==> config.mk <==
export PLATFORM = sky130hd
export DESIGN_NAME = serial_frame_master
export DESIGN_NICKNAME = d
export VERILOG_FILES = /design/src/rtl/frame_bus_pkg.sv /design/src/rtl/serial_frame_master_rr_arbiter.sv /design/src/rtl/serial_frame_master.sv
export SDC_FILE = /design/constraint.sdc
export NUM_CORES = 1
export LEC_CHECK = 0
export CELL_PAD_IN_SITES_DETAIL_PLACEMENT = 0
export CELL_PAD_IN_SITES_GLOBAL_PLACEMENT = 1
export CORE_MARGIN = 2
export CORE_UTILIZATION = 38
export DETAILED_ROUTE_END_ITERATION = 16
export GPL_TIMING_DRIVEN = 0
export PLACE_DENSITY = 0.85
export SLEW_MARGIN = 20
export SYNTH_ARGS = -nofsm -noshare
export SYNTH_HDL_FRONTEND = slang
export SYNTH_SLANG_ARGS = --single-unit
==> constraint.sdc <==
create_clock -name clk -period 3.9 [get_ports clk]
set_input_delay 1.17 -clock clk [delete_from_list [all_inputs] [get_ports clk]]
set_output_delay 1.17 -clock clk [all_outputs]
set_load 0.02 [all_outputs]
==> src/rtl/frame_bus_pkg.sv <==
// -----------------------------------------------------------------------------
// frame_bus_pkg
// Shared definitions for the scl/sda frame bus master.
//   FRAME_BITS : width of one code carried by a frame
//   BIT_IDX_W  : width of the down-counter that walks the code MSB-first
//   phase_t    : one value per bus phase; every non-IDLE phase lasts DIV
//                system clocks
// -----------------------------------------------------------------------------
package frame_bus_pkg;

    localparam int FRAME_BITS = 4;
    localparam int BIT_IDX_W  = 2;

    // BIT_LO/BIT_HI are reused for all four data bits; the bit index
    // counter selects which bit of the latched code is on the wire.
    typedef enum logic [3:0] {
        IDLE     = 4'd0,
        START    = 4'd1,
        BIT_LO   = 4'd2,
        BIT_HI   = 4'd3,
        DUMMY_LO = 4'd4,
        DUMMY_HI = 4'd5,
        STOP_LO  = 4'd6,
        STOP_HI  = 4'd7,
        GAP      = 4'd8
    } phase_t;

endpackage

==> src/rtl/serial_frame_master_rr_arbiter.sv <==
// -----------------------------------------------------------------------------
// rr_arbiter
// Round-robin selector. The search starts one above the last winner and
// wraps, so every requester is served within NREQ grants.
//   clk     : system clock
//   rst     : synchronous active-high reset; pointer returns to NREQ-1 so
//             requester 0 has first priority
//   req     : request vector, already qualified by the caller
//   advance : move the pointer to the current winner
//   grant   : one-hot winner (combinational), all-zero when req is zero
// -----------------------------------------------------------------------------
module rr_arbiter #(
    parameter int NREQ = 4
) (
    input  logic            clk,
    input  logic            rst,
    input  logic [NREQ-1:0] req,
    input  logic            advance,
    output logic [NREQ-1:0] grant
);

    localparam int PW = (NREQ > 1) ? $clog2(NREQ) : 1;

    logic [PW-1:0] ptr;
    logic [PW-1:0] sel;
    logic [PW-1:0] win;
    logic          found;

    always_comb begin
        grant = '0;
        found = 1'b0;
        win   = ptr;
        sel   = '0;
        for (int i = 1; i <= NREQ; i++) begin
            sel = PW'((int'(ptr) + i) % NREQ);
            if (!found && req[sel]) begin
                grant[sel] = 1'b1;
                win        = sel;
                found      = 1'b1;
            end
        end
    end

    always_ff @(posedge clk) begin
        if (rst) begin
            ptr <= PW'(NREQ - 1);
        end else if (advance && found) begin
            ptr <= win;
        end
    end

endmodule

==> src/rtl/serial_frame_master.sv <==
// -----------------------------------------------------------------------------
// serial_frame_master
// Shares a two-wire scl/sda frame bus among NREQ requesters and sends one
// 4-bit code per frame: start, 4 data bits MSB-first, one dummy clock, stop.
// Each bus phase lasts DIV system clocks; a frame is 14 phases.
//
// Request/accept: req is a level. It is only looked at in IDLE; in the cycle
// a requester wins, grant pulses for one cycle and that requester's code is
// latched. After that, req and data_in are ignored until the frame ends.
//
//   clk     : system clock, rising edge
//   rst     : synchronous active-high reset
//   req     : [NREQ] level requests
//   data_in : [NREQ*4] requester i's code at data_in[4*i+3:4*i]
//   grant   : [NREQ] one-hot accept pulse
//   busy    : high from the cycle after grant through the done cycle
//   done    : one-cycle pulse in the last cycle of the frame
//   scl     : bus clock, registered
//   sda     : bus data, registered
// -----------------------------------------------------------------------------
module serial_frame_master #(
    parameter int NREQ = 4,
    parameter int DIV  = 4
) (
    input  logic              clk,
    input  logic              rst,
    input  logic [NREQ-1:0]   req,
    input  logic [NREQ*4-1:0] data_in,
    output logic [NREQ-1:0]   grant,
    output logic              busy,
    output logic              done,
    output logic              scl,
    output logic              sda
);

    import frame_bus_pkg::*;

    localparam int CW = (DIV > 1) ? $clog2(DIV) : 1;

    phase_t                 state, state_n;
    logic [CW-1:0]          phase, phase_n;
    logic [BIT_IDX_W-1:0]   bit_idx, bit_idx_n;
    logic [FRAME_BITS-1:0]  code, code_n;
    logic [NREQ-1:0]        arb_req;
    logic [NREQ-1:0]        arb_grant;
    logic                   phase_end;
    logic                   scl_n, sda_n;

    // Requests only compete while the bus is idle and out of reset.
    assign arb_req = (state == IDLE && !rst) ? req : '0;

    rr_arbiter #(.NREQ(NREQ)) u_arb (
        .clk     (clk),
        .rst     (rst),
        .req     (arb_req),
        .advance (|arb_grant),
        .grant   (arb_grant)
    );

    assign grant     = arb_grant;
    assign phase_end = (phase == CW'(DIV - 1));
    assign busy      = (state != IDLE);
    assign done      = (state == GAP) && phase_end;

    // Next-state logic
    always_comb begin
        state_n   = state;
        phase_n   = phase_end ? '0 : phase + CW'(1);
        bit_idx_n = bit_idx;
        code_n    = code;
        case (state)
            IDLE: begin
                phase_n = '0;
                if (|arb_grant) begin
                    state_n = START;
                    for (int i = 0; i < NREQ; i++) begin
                        if (arb_grant[i]) begin
                            code_n = data_in[FRAME_BITS*i +: FRAME_BITS];
                        end
                    end
                end
            end
            START: begin
                if (phase_end) begin
                    state_n   = BIT_LO;
                    bit_idx_n = '1;
                end
            end
            BIT_LO:   if (phase_end) state_n = BIT_HI;
            BIT_HI: begin
                if (phase_end) begin
                    if (bit_idx == '0) begin
                        state_n = DUMMY_LO;
                    end else begin
                        state_n   = BIT_LO;
                        bit_idx_n = bit_idx - BIT_IDX_W'(1);
                    end
                end
            end
            DUMMY_LO: if (phase_end) state_n = DUMMY_HI;
            DUMMY_HI: if (phase_end) state_n = STOP_LO;
            STOP_LO:  if (phase_end) state_n = STOP_HI;
            STOP_HI:  if (phase_end) state_n = GAP;
            GAP:      if (phase_end) state_n = IDLE;
            default:  state_n = IDLE;
        endcase
    end

    // Bus levels for the cycle after the clock edge, so scl/sda come
    // straight from flops.
    always_comb begin
        scl_n = 1'b1;
        sda_n = 1'b1;
        case (state_n)
            IDLE:     begin scl_n = 1'b1; sda_n = 1'b1;              end
            START:    begin scl_n = 1'b1; sda_n = 1'b0;              end
            BIT_LO:   begin scl_n = 1'b0; sda_n = code_n[bit_idx_n]; end
            BIT_HI:   begin scl_n = 1'b1; sda_n = code_n[bit_idx_n]; end
            DUMMY_LO: begin scl_n = 1'b0; sda_n = 1'b0;              end
            DUMMY_HI: begin scl_n = 1'b1; sda_n = 1'b0;              end
            STOP_LO:  begin scl_n = 1'b0; sda_n = 1'b0;              end
            STOP_HI:  begin scl_n = 1'b1; sda_n = 1'b0;              end
            GAP:      begin scl_n = 1'b1; sda_n = 1'b1;              end
            default:  begin scl_n = 1'b1; sda_n = 1'b1;              end
        endcase
        // In the first cycle of a low phase scl is falling, so sda keeps its
        // old level and moves one cycle later; scl and sda never switch in
        // the same cycle. DIV >= 2 guarantees the low phase has a 2nd cycle.
        if (!scl_n && phase_n == '0) begin
            sda_n = sda;
        end
    end

    always_ff @(posedge clk) begin
        if (rst) begin
            state   <= IDLE;
            phase   <= '0;
            bit_idx <= '0;
            code    <= '0;
            scl     <= 1'b1;
            sda     <= 1'b1;
        end else begin
            state   <= state_n;
            phase   <= phase_n;
            bit_idx <= bit_idx_n;
            code    <= code_n;
            scl     <= scl_n;
            sda     <= sda_n;
        end
    end

endmodule

Word level (Yosys, flattened, before mapping)
Index checks and enable logic that the tools add are counted.

word-level totals
  bits of input ports = 22
  bits in registers = 16
  output and inout bits = 8
  logic and storage cells = 122

operators by class
  muxes and demuxes = 56
  bitwise gates (word level) = 3
  add/sub/neg operators = 6
  eq/ne operators = 16
  reduce and logical (&&, ||, !) cells = 25
  $lt $le $gt $ge = 9

operators by type and width
  operator               count
  $mux W4                20
  $pmux W4 S9            1
  $eq A4 B3 Y1 const B   8
  $mux W2                9
  $eq A4 B2 Y1 const B   4
  $lt A2 B3 Y1 const B   5
  $mux W1                14
  $or A4 B4 Y4           3
  $logic_and A1 B1 Y1    11
  $bmux W1 S2            5
  $demux W1 S2           4
  $eq A4 B1 Y1 const B   2
  $ge A2 B1 Y1 const B   4
  $reduce_bool A4 Y1     2
  $add A2 B1 Y2 const B  3
  $reduce_or A5 Y1       1
  $add A2 B2 Y2 const B  2
  $eq A4 B4 Y1 const B   1
  $logic_not A1 Y1       4
  $logic_not A2 Y1       2
  $logic_not A4 Y1       1
  $pmux W2 S2            1
  $reduce_or A4 Y1       1
  $mux W3                1
  6 further kinds        6

Depth between registers and ports, before layout
  depth after elaboration = 24
  gate-level depth with buffers = 14
  depth with buffers taken out = 11

Hierarchy
From an unflattened synthesis, not the netlist that was laid out.

unflattened totals
  cells, all modules = 176
  area total of the unflattened synthesis = 1495.2 um2

by module, submodules not included
  module               area each (um2)  cells each  times used  sequential area each (um2)
  serial_frame_master  978.4            119         1           280.3
  rr_arbiter           516.7            57          1           40.0

Least setup slack after synthesis
Ideal clock, no wire load.

  path type = input-to-output
  start point = input port req[1]
  end point = output port grant[2]
  setup slack = 188 ps
  arrival time = 2542 ps
  cell stages on the path = 5
  required time = 2730 ps
  cell sequence = mux4_2 > nand3b_1 > a221oi_1 > or2_1 > buf_6

between the ends
  word-level cells in the longest chain between the ends = 13
  elaborated cells on any way between the ends = 25
  classes of those cells = mux: 16; bitwise: 3; reduce/logical: 6

RTL lines
  what                           RTL line                              text
  from (decl)                    serial_frame_master.sv:27             input logic [NREQ-1:0] req,
  $mux W4 *                      serial_frame_master.sv:50             assign arb_req = (state == IDLE && !rst) ? req : '0;
  $bmux W1 S2                    serial_frame_master_rr_arbiter.sv:36  if (!found && req[sel]) begin
  $mux W1 (implied by the code)  serial_frame_master_rr_arbiter.sv:36
  $mux W1                        serial_frame_master_rr_arbiter.sv:36
  $logic_not A1 Y1               serial_frame_master_rr_arbiter.sv:36
  $logic_and A1 B1 Y1            serial_frame_master_rr_arbiter.sv:36
  $mux W1                        serial_frame_master_rr_arbiter.sv:36
  $logic_not A1 Y1               serial_frame_master_rr_arbiter.sv:36
  $logic_and A1 B1 Y1            serial_frame_master_rr_arbiter.sv:36
  $mux W1                        serial_frame_master_rr_arbiter.sv:36
  $logic_not A1 Y1               serial_frame_master_rr_arbiter.sv:36
  $logic_and A1 B1 Y1            serial_frame_master_rr_arbiter.sv:36
  $mux W4 *                      serial_frame_master_rr_arbiter.sv:36
  to (decl)                      serial_frame_master.sv:29             output logic [NREQ-1:0] grant,

Every way passes the cells marked *; elsewhere a longest branch is shown, timed or not. The select of a mux whose other input is x is not followed.

Final worst setup path
  start point = input port req[3]
  end point = output port grant[2]

Same word-level chain as after synthesis.

==> impl_metrics.py <==
metrics = {
    "yosys": {
        "post_synth.cell_area_avg_um2": 7.96,
        "postSynth.topFlopCell": "sky130_fd_sc_hd__dfxtp_1",
        "post_synth_instance_area_mm2": 0.00151,
        "yosysWarnings": 0,
        "synth_cell_types": 54,
        "synthCells": 190,
        "synth-async-reset-ratio_pct": 0,
        "synth_seq_area_share_pct": 21.2,
        "ys_seq_elements": 16,
        "count_of_flip_flops_with_a_built_in_enable_after_synthesis": 0,
        "synthesized_netlist_net_count": 220,
    },
    "critical_path": {
        "worst_path_largest_cell_delay_ns": 0.55,
        "critical-path-top-delay-family": "multiplexers",
        "cp_cell_sequence": "buf_4 -> mux4_2 -> nand3b_1 -> a221oi_4 -> or2_4 -> buf_6",
        "worst-path-buf-inv": 2,
        "worstPathMaxFanout": 8,
        "required_time_worst_endpoint_ns": 2.73,
        "criticalPathCategory": "in2out",
        "startpoint_type": "input port",
        "crit_path_top_delay_cell": "sky130_fd_sc_hd__mux4_2",
        "critPathCaptureType": "output port",
        "cp_data_arrival_time_ns": 2.70,
    },
    "layout": {
        "final_layout_size_suffix_gt1_share_pct": 24.7,
        "post-route-util_pct": 55.8,
        "post_layout_nonfiller_instances": 283,
        "insertedDiodeCount": 0,
        "layout_commonest_cell": "sky130_fd_sc_hd__nor2_1",
        "finish.net_count": 267,
        "syn_to_final_growth_pct": 38.2,
        "finish.instance_area_mm2": 0.00209,
        "layout.cells.most_common_list": "21 x sky130_fd_sc_hd__nor2_1, 20 x sky130_fd_sc_hd__clkdlybuf4s50_1, 16 x sky130_fd_sc_hd__a21oi_1",
    },
    "timing": {
        "setup-tns-final_ns": 0,
        "setup_slack_ns": 0.0280,
        "worst_slew_pin_slew_ns": 0.501,
        "final-max-slew-violation-count": 0,
        "setup_viol": 0,
        "timing.clock.skew_ns": 0.00156,
        "slew_headroom_pct": 66.4,
        "min_period_ns": 3.87,
        "timing.fmax_ghz": 0.258,
        "hold_viol_final": 0,
        "finalCritPeriodShare_pct": 99.3,
    },
    "floorplanning": {
        "fp.coreArea_mm2": 0.00374,
        "floorplan.initialDensity_pct": 40.4,
        "die_w_um": 67.1,
        "placementRows": 22,
        "area_enclosed_by_the_die_boundary_mm2": 0.00450,
        "io_pins": 30,
        "fp.dieH_um": 67.1,
    },
    "drt": {
        "route.vias.total": 1558,
        "routed_wire_length_per_instance_um": 14.2,
        "detail_route.drc_violations": 0,
        "detail_route.first_pass.iterations": 4,
        "viasPerCell": 5.51,
        "drt_iter0_drc": 123,
        "detail_route.wirelength_um": 4020,
        "postRouteAntennaNets": 0,
    },
    "grt": {
        "grtUsageTotal_pct": 19.7,
        "grt_remaining_overflow": 0,
        "first_global_vias": 1446,
        "grt_antenna_before_repair": 0,
        "wire_length_of_the_first_global_routing_pass_um": 6830,
        "grt_max_degree": 11,
    },
    "power_and_ir_drop": {
        "p_leak_nw": 0.874,
        "pwr_dens_mw_per_mm2": 637,
        "worst_ir_drop_vdd_mv": 0.283,
    },
    "cts": {
        "cts_sinks": 16,
        "cts_made_buffers": 3,
        "clock_tree_from_tritoncts": "built",
        "clkSlewWorstSetupHoldPaths_ns": 0.06,
        "clk_path_buf_depth": 2,
        "post_cts_hold_buffer_count": 0,
        "clock_latency_ns": 0.25,
        "cts.htree.levels": 1,
        "clock_tree.root_cell": "sky130_fd_sc_hd__clkbuf_8",
    },
    "place": {
        "globalplace.congestion": 0.855,
        "place_hpwl_um": 2820,
        "postPlaceCellArea_mm2": 0.00186,
        "dp_worst_setup_slack_ns": -1.15,
        "placed_cells": 267,
        "port_buffers": 29,
    },
    "status": {
        "status": "finished clean",
    },
    "run": {
        "cap_violations": 0,
    },
    "worst_hold_path": {
        "timing.hold.worst.class": "reg2reg",
    },
}
==> layout make-up <==
cell class                 instances  area, um^2
multi-input combinational        147        1140
fill                             376        1650
buffer                            11        65.1
inverter                          14        57.6
timing repair buffer              44         405
sequential                        16         322
clock buffer                       3        41.3
tap                               48        60.1
==> Yosys cell counts, types with 2 or more instances <==
master,number,area [um^2]
sky130_fd_sc_hd__o311ai_1,2,17.5
sky130_fd_sc_hd__nor2_1,22,82.6
sky130_fd_sc_hd__mux4_2,4,90.1
sky130_fd_sc_hd__a22o_1,2,17.5
sky130_fd_sc_hd__mux2i_1,6,60.1
sky130_fd_sc_hd__inv_1,12,45.0
sky130_fd_sc_hd__nor4_1,3,18.8
sky130_fd_sc_hd__a211o_1,2,17.5
sky130_fd_sc_hd__nor3b_1,4,30.0
sky130_fd_sc_hd__nor3_1,7,35.0
sky130_fd_sc_hd__or3_1,2,12.5
sky130_fd_sc_hd__buf_6,3,33.8
sky130_fd_sc_hd__o21ai_0,7,35.0
sky130_fd_sc_hd__dfxtp_1,16,320
sky130_fd_sc_hd__a211oi_1,2,15.0
sky130_fd_sc_hd__a32oi_1,2,17.5
sky130_fd_sc_hd__o22ai_1,2,12.5
sky130_fd_sc_hd__or2_2,3,18.8
sky130_fd_sc_hd__ha_1,8,100
sky130_fd_sc_hd__a221oi_1,4,35.0
sky130_fd_sc_hd__nor3_2,2,20.0
sky130_fd_sc_hd__nand3_1,3,15.0
sky130_fd_sc_hd__nand3b_1,3,22.5
sky130_fd_sc_hd__nand2_1,12,45.0
sky130_fd_sc_hd__o21bai_1,3,22.5
sky130_fd_sc_hd__nand2b_1,3,18.8
sky130_fd_sc_hd__a21oi_1,18,90.1
sky130_fd_sc_hd__clkbuf_1,7,26.3
==> where the power goes <==
part           leakage, nW  switching (W)  total [W]  internal [W]
combinational        0.721       0.000510   0.000980      0.000471
sequential           0.131      0.0000253   0.000227      0.000201
clock               0.0216      0.0000564   0.000125     0.0000686
==> through the flow <==
stage / hold slack (ns) / total power, W
floorplan: 0.419 / 0.000824
global placement: 0.445 / 0.00102
detailed placement: 0.447 / 0.00103
CTS: 0.456 / 0.00129
global route: 0.479 / 0.00144
finish: 0.454 / 0.00133
==> routing by layer <==
metal	up-vias	track usage, %	share of wire [%]
met2	49	32.9	47
li1	793	-	-
met3	5	1.86	5.1
met1	711	26.8	47
met5	-	0	0
met4	0	5.36	1.1
==> cell families after synthesis <==
| kind of cell | after synthesis | synth area share [%] |
|---|---|---|
| simple gates | 73 | 26.9 |
| compound gates | 56 | 26.7 |
| buf+inv | 27 | 8.69 |
| flops | 16 | 21.2 |
| mux | 10 | 9.93 |
| fa+ha+maj | 8 | 6.62 |
==> path summary, 6_finish.rpt <==
kind / to / depth (start not counted) / from / slack, ns
setup / recovery: grant[2] / 6 / req[3] / 0.03
hold / removal: code[1] / 2 / code[1] / 0.45
setup reg to reg: sda / 14 / u_arb.ptr[1] / 0.37
hold reg to reg: code[1] / 2 / code[1] / 0.45
==> tightest hold or removal path: cells and delay by family (launching register included) <==
kind	cells	cell delay (ns)
AOI/OAI and AO/OA	1	0.05
and+or+nand+nor	1	0.05
DFF	1	0.31
==> what timing repair did <==
item	4_1_cts	5_1_grt
endpoints found under the setup margin	5	4
buffers inserted	12	3
resized for setup	51	17
gates cloned	0	0
pin swaps	7	5
==> flip-flops by register name, indices dropped and copies added, names as in the netlist <==
signal,cells
code,4
state,4
phase,2
bit_idx,2
u_arb.ptr,2
sda,1
scl,1
No activity file was read; power rests on OpenSTA's default activity.
